## src/rtl/status_flags.sv

```systemverilog
// Processor status (P) register stage behind the ALU: aligns per-op flag-update
// intent with the ALU's registered outputs, and handles flag ops, P loads and the push image.
module status_flags #(
    parameter logic [7:0] RESET_P = 8'h34
) (
    input  logic       clk,
    input  logic       reset,
    input  logic       alu_valid,
    input  logic [4:0] alu_op,
    input  logic [3:0] upd_mask,
    input  logic [7:0] alu_operand,
    input  logic [7:0] alu_result,
    input  logic       alu_carry,
    input  logic       alu_overflow,
    input  logic [2:0] flag_op,
    input  logic       p_load,
    input  logic [7:0] p_in,
    input  logic       brk,
    output logic [7:0] p_out,
    output logic [7:0] p_push,
    output logic       carry_out,
    output logic       irq_mask,
    output logic       upd_pending
);

    localparam logic [4:0] OP_SHR = 5'd7;
    localparam logic [4:0] OP_SHL = 5'd8;
    localparam logic [4:0] OP_RTR = 5'd9;
    localparam logic [4:0] OP_RTL = 5'd10;

    // Bit positions inside upd_mask, ordered {N,Z,C,V}
    localparam int M_N = 3;
    localparam int M_Z = 2;
    localparam int M_C = 1;
    localparam int M_V = 0;

    typedef enum logic [2:0] {
        FL_NONE = 3'd0,
        FL_CLC  = 3'd1,
        FL_SEC  = 3'd2,
        FL_CLI  = 3'd3,
        FL_SEI  = 3'd4,
        FL_CLD  = 3'd5,
        FL_SED  = 3'd6,
        FL_CLV  = 3'd7
    } flag_op_e;

    logic       r_n, r_v, r_d, r_i, r_z, r_c;
    logic       r_pend_valid;
    logic [4:0] r_pend_op;
    logic [3:0] r_pend_mask;
    logic [7:0] r_pend_opnd;

    logic       w_commit_c;
    logic       w_n_nxt, w_v_nxt, w_d_nxt, w_i_nxt, w_z_nxt, w_c_nxt;
    logic       w_unused;

    // Bits 5 and 4 of a loaded byte have no storage behind them.
    assign w_unused = &{1'b0, p_in[5:4]};

    // Shifts and rotates take their carry from the operand captured at issue.
    always_comb begin
        unique case (r_pend_op)
            OP_SHL, OP_RTL: w_commit_c = r_pend_opnd[7];
            OP_SHR, OP_RTR: w_commit_c = r_pend_opnd[0];
            default:        w_commit_c = alu_carry;
        endcase
    end

    // Writers applied lowest priority first: flag_op, then ALU commit, then p_load.
    always_comb begin
        // NOTE: every next-state value defaults to the held flag first, so no path infers a latch.
        w_n_nxt = r_n;
        w_v_nxt = r_v;
        w_d_nxt = r_d;
        w_i_nxt = r_i;
        w_z_nxt = r_z;
        w_c_nxt = r_c;

        case (flag_op_e'(flag_op))
            FL_CLC:  w_c_nxt = 1'b0;
            FL_SEC:  w_c_nxt = 1'b1;
            FL_CLI:  w_i_nxt = 1'b0;
            FL_SEI:  w_i_nxt = 1'b1;
            FL_CLD:  w_d_nxt = 1'b0;
            FL_SED:  w_d_nxt = 1'b1;
            FL_CLV:  w_v_nxt = 1'b0;
            default: ;
        endcase

        if (r_pend_valid) begin
            if (r_pend_mask[M_N]) w_n_nxt = alu_result[7];
            if (r_pend_mask[M_Z]) w_z_nxt = (alu_result == 8'd0);
            if (r_pend_mask[M_C]) w_c_nxt = w_commit_c;
            if (r_pend_mask[M_V]) w_v_nxt = alu_overflow;
        end

        if (p_load) begin
            w_n_nxt = p_in[7];
            w_v_nxt = p_in[6];
            w_d_nxt = p_in[3];
            w_i_nxt = p_in[2];
            w_z_nxt = p_in[1];
            w_c_nxt = p_in[0];
        end
    end

    // NOTE: sequential state uses non-blocking assignments so every flop samples pre-edge values.
    always_ff @(posedge clk or posedge reset) begin
        if (reset) begin
            r_n          <= RESET_P[7];
            r_v          <= RESET_P[6];
            r_d          <= RESET_P[3];
            r_i          <= RESET_P[2];
            r_z          <= RESET_P[1];
            r_c          <= RESET_P[0];
            r_pend_valid <= 1'b0;
            r_pend_op    <= '0;
            r_pend_mask  <= '0;
            r_pend_opnd  <= '0;
        end else begin
            r_n          <= w_n_nxt;
            r_v          <= w_v_nxt;
            r_d          <= w_d_nxt;
            r_i          <= w_i_nxt;
            r_z          <= w_z_nxt;
            r_c          <= w_c_nxt;
            r_pend_valid <= alu_valid;
            r_pend_op    <= alu_op;
            r_pend_mask  <= upd_mask;
            r_pend_opnd  <= alu_operand;
        end
    end

    // Forward the carry about to be committed so a dependent op issued now sees it.
    assign carry_out   = (r_pend_valid && r_pend_mask[M_C]) ? w_commit_c : r_c;
    assign p_out       = {r_n, r_v, 1'b1, 1'b1, r_d, r_i, r_z, r_c};
    assign p_push      = {r_n, r_v, 1'b1, brk,  r_d, r_i, r_z, r_c};
    assign irq_mask    = r_i;
    assign upd_pending = r_pend_valid;

endmodule

```

## config.mk

```make
export PLATFORM = sky130hd
export DESIGN_NAME = status_flags
export DESIGN_NICKNAME = d
export VERILOG_FILES = /design/src/rtl/status_flags.sv
export SDC_FILE = /design/constraint.sdc
export NUM_CORES = 1
export LEC_CHECK = 0
export BUFFER_PORTS_ARGS = -buffer_cell sky130_fd_sc_hd__buf_2
export CAP_MARGIN = 20
export CORE_AREA = 2 2 57 59
export CTS_CLUSTER_DIAMETER = 50
export CTS_CLUSTER_SIZE = 12
export DETAILED_ROUTE_END_ITERATION = 8
export DIE_AREA = 0 0 59 61
export SLEW_MARGIN = 25
export SYNTH_ARGS = -nofsm -noshare
export SYNTH_HDL_FRONTEND = slang
export SYNTH_SLANG_ARGS = --single-unit
export TNS_END_PERCENT = 1
```

## constraint.sdc

```tcl
create_clock -name clk -period 3.2 [get_ports clk]
set_input_delay 0.16 -clock clk [delete_from_list [all_inputs] [get_ports clk]]
set_output_delay 0.16 -clock clk [all_outputs]
set_load 0.02 [all_outputs]
```

Word-level counts from Yosys, hierarchy flattened
Index checks and enable logic that the tools add are counted.

Equal/unequal tests: 11. Multiplexer cells: 20. Reductions and logical operators: 11.

Operators with widths (number): $mux 1 (16); $eq 5x4->1 const B (3); $eq 3x3->1 const B (4); $logic_not 8->1 (1); $pmux 1 s2 (4); $eq 3x2->1 const B (2); $reduce_bool 2->1 (3); $reduce_bool 3->1 (2); $eq 5x3->1 const B (1); $reduce_and 2->1 (2); $reduce_or 2->1 (2); $eq 3x1->1 const B (1); $logic_and 1x1->1 (1).

Bits in registers: 24. Output and inout bits: 19. Word-level logic and storage cells: 52.

Longest topological paths before layout
Depth in word-level cells: 6. Mapped depth: 5. Gate-level depth less buffers: 5.

Worst setup path after synthesis
OpenSTA, ideal clock, no wires.

Path kind: reg-to-output. Start point: register r_pend_op[1]. End point: output port carry_out. Arrival time: 1353 ps. Data required time: 3040 ps. Setup slack: 1687 ps. Stages on the path, launching flop included: 6. Buffers on the path: 0. Cells stage by stage: dfrtp_1 nor2b_1 mux2i_1 nor4b_1 a211oi_1 o21ai_0.

Longest elaborated chain between the ends: 4. Elaborated cells on any way between the ends: 8. Those cells by class: eq/ne (4); mux (2); reduce/logical (2).

RTL lines: start, declared (line 50) `logic [4:0] r_pend_op;`; start signal, assigned (line 129) `r_pend_op <= alu_op;`; $eq 5x3->1 or $eq 5x4->1 (tied branches) (line 63) `unique case (r_pend_op)`; $reduce_or 2->1 (line 63); $pmux 1 s2 (*) (line 63); $mux 1 (*) (line 136) `assign carry_out = (r_pend_valid && r_pend_mask[M_C]) ? w_commit_c : r_c;`; end, declared (line 21) `output logic carry_out,`.

Every way passes the cells marked *; elsewhere a longest branch is shown, timed or not.

Worst setup path after layout
Start point: register r_pend_op[3]. End point: output port carry_out.

The elaborated chain is that of the path after synthesis.

==> qor.yml <==
status: "finished clean"
cts-resized-gates: 0
grt_pass1_wl_um: 2790
die_h_um: 61
syn_avg_cell_area_um2: 10.4
dp_hpwl_um: 1300
ios: 62
detail_route.wl_per_cell_um: 10.2
vias: 726
cts_tree: "yes"
htreeDepth: 1
track_usage_pct: 10.1
whs_ps: 77.7
drt_iter0_markers: 21
numCtsBuffers: 3
worst_r2r_endpoint: "r_c"
ff_latch_area_um2: 452
period_share_pct: 58.2
cp.arrival_ps: 1700
r2r_setup_slack_ps: 1880
required_ps: 3040
ys_seq_elements: 18
yosysTopAreaCellShare_pct: 50.1
endpoint_kind: "primary output"
mostFrequentLayoutCell: "buf_2"
clkTransAtPathRegs_ps: 100
rsz0062_at_grt: "no"
ant_nets: 0
critPathLaunchType: "flop"
finalCriticalPeriod_ps: 1860
r2r.worst_path.cells: 4
gp_congestion: 0.796
multiInputGateArea_um2: 270
die_area_mm2: 0.00360
synthCells: 82
drt-total-wl_um: 1690
drt-vias-per-instance: 4.40
slew_viol_final: 0
grt_antenna_before_repair: 0
clock_path_buffers: 2
netlist.top_cell.by_area: "dfrtp_1"
clkSinkCount: 18
grt_max_degree: 19
synth_area_um2: 850
portBuffers: 48
r2r_start: "r_pend_op[3]"
yosysWarnings: 0
clk_latency_ps: 280
power_density_mw_per_mm2: 421
cts_root_buf: "clkbuf_4"
ctsHoldBuffers: 13
layout-drive-gt1-share_pct: 40.9
n_fill_cell: 305
grt_pass1_vias: 726
hold_path.class: "in2reg"
slew-limit-headroom_pct: 57.1
crit_end: "carry_out"
p_leak_nw: 0.593
crit_fanout: 3
num_antenna_cells: 0
critPathLaunch: "r_pend_op[3]"
worstSetupPathType: "reg2out"
cap_viol_max_count: 0
grt_remaining_overflow: 0
die_x_um: 59
fmax_ghz: 0.537
layout_common_cells: "buf_2 (48), dfrtp_1 (17), dlygate4sd3_1 (13)"
synth.distinct_cells: 28
peakVddDrop_v: 0.000269
cts_setup_buffers: 0
skew_ps: 2.14
worstMarginPinSlew_ps: 644
start_util_pct: 28.8
finalSetupTns_ps: 0
area_growth_syn_to_layout_pct: 39.0
ys_top_cells_by_area: "dfrtp_1 (50%), buf_4 (14%), nand2_1 (4.0%), a21oi_1 (3.5%), dfstp_2 (3.1%)"
first_pass_iters: 4
num_rows: 20
ys_seq_area_share_pct: 53.2
core_mm2: 0.00295
drc: 0
finalSetupViolCount: 0
nets: 176
hold_violations: 0
## final cells by class
| class | count | share of cell area [%] |
|---|---|---|
| sequential | 18 | 38.2 |
| clock buffer | 4 | 3.07 |
| multi-input combinational | 46 | 22.9 |
| timing repair buffer | 61 | 31.4 |
| inverter | 3 | 0.953 |
| tap | 33 | 3.50 |
## stage by stage
stage / cells / cell area [um2] / total power, mW / setup WS, ps / util (%)
2_1_floorplan: 84 / 857 / 0.337 / 1690 / -
3_3_place_gp: 148 / 1010 / 0.355 / 1700 / 34.4
3_5_place_dp: 148 / 1010 / 0.357 / 1630 / 34.4
4_1_cts: 165 / 1180 / 0.508 / 1300 / 40.0
5_1_grt: 165 / 1180 / 0.530 / 1140 / 40.0
6_report: 165 / 1180 / 0.498 / 1340 / 40.0
## layer usage
layer | up-vias | share of wire (%) | GRT usage [%]
met5 | - | 0 | 0
met4 | 0 | 0 | 0.649
met3 | 0 | 7.9 | 4.26
met2 | 35 | 53 | 20.3
met1 | 324 | 39 | 10.1
li1 | 367 | - | -
## synth_stat cells
cell,number
nand2b_1,1
mux2i_1,2
nor4b_1,1
or4_4,1
dfstp_2,1
nor3b_1,1
nor3_1,1
o31ai_1,1
o22ai_1,1
nand2_1,9
buf_4,16
a211oi_1,3
inv_1,3
dfrtp_1,17
a21o_1,2
a21boi_0,1
a311oi_1,1
nor2b_1,1
o21ai_1,1
conb_1,1
nand3_1,1
nor2_1,1
nand3b_1,1
clkbuf_1,1
or4_1,1
a21oi_1,6
o21ai_0,5
nand4b_1,1
## logic make-up (layout without fill, tap and decap cells)
| group | count (synthesis) | after routing | share of synthesized area (%) |
|---|---|---|---|
| AOI/OAI and AO/OA | 21 | 21 | 15.0 |
| buffers and inverters | 20 | 68 | 15.9 |
| other | 1 | 3 | 0.441 |
| DFF | 18 | 18 | 53.2 |
| and+or+nand+nor | 20 | 20 | 13.1 |
| muxes | 2 | 2 | 2.36 |
## power by group
part	internal, mW	total (mW)	switching [mW]
logic	0.0499	0.109	0.0591
clock network	0.0692	0.134	0.0647
registers	0.243	0.255	0.0112
total	0.363	0.498	0.135
## worst min path at each step
stage	to	slack [ps]	start	depth (start not counted)
3_3_place_gp	r_pend_op[4]	270	alu_op[4]	1
4_1_cts	r_n	60	p_in[7]	3
5_1_grt	r_d	80	p_in[3]	2
6_report	r_n	80	p_in[7]	3
2_1_floorplan	r_c	100	reset	1
3_5_place_dp	r_pend_op[1]	270	alu_op[1]	1
## flip-flops by register name, summed over array words and instances (netlist names)
| signal | cells |
|---|---|
| irq_mask | 1 |
| r_c | 1 |
| r_d | 1 |
| r_n | 1 |
| r_pend_mask | 4 |
| r_pend_op | 5 |
| r_pend_opnd | 2 |
| r_v | 1 |
| r_z | 1 |
| upd_pending | 1 |
## critical path, cell delays in order (launching register included)
cell	delay, ps
dfrtp_1	400
nand4b_1	210
a21o_1	180
a211oi_1	300
o21ai_0	160
buf_2	180
No activity file was read; power rests on OpenSTA's default activity.
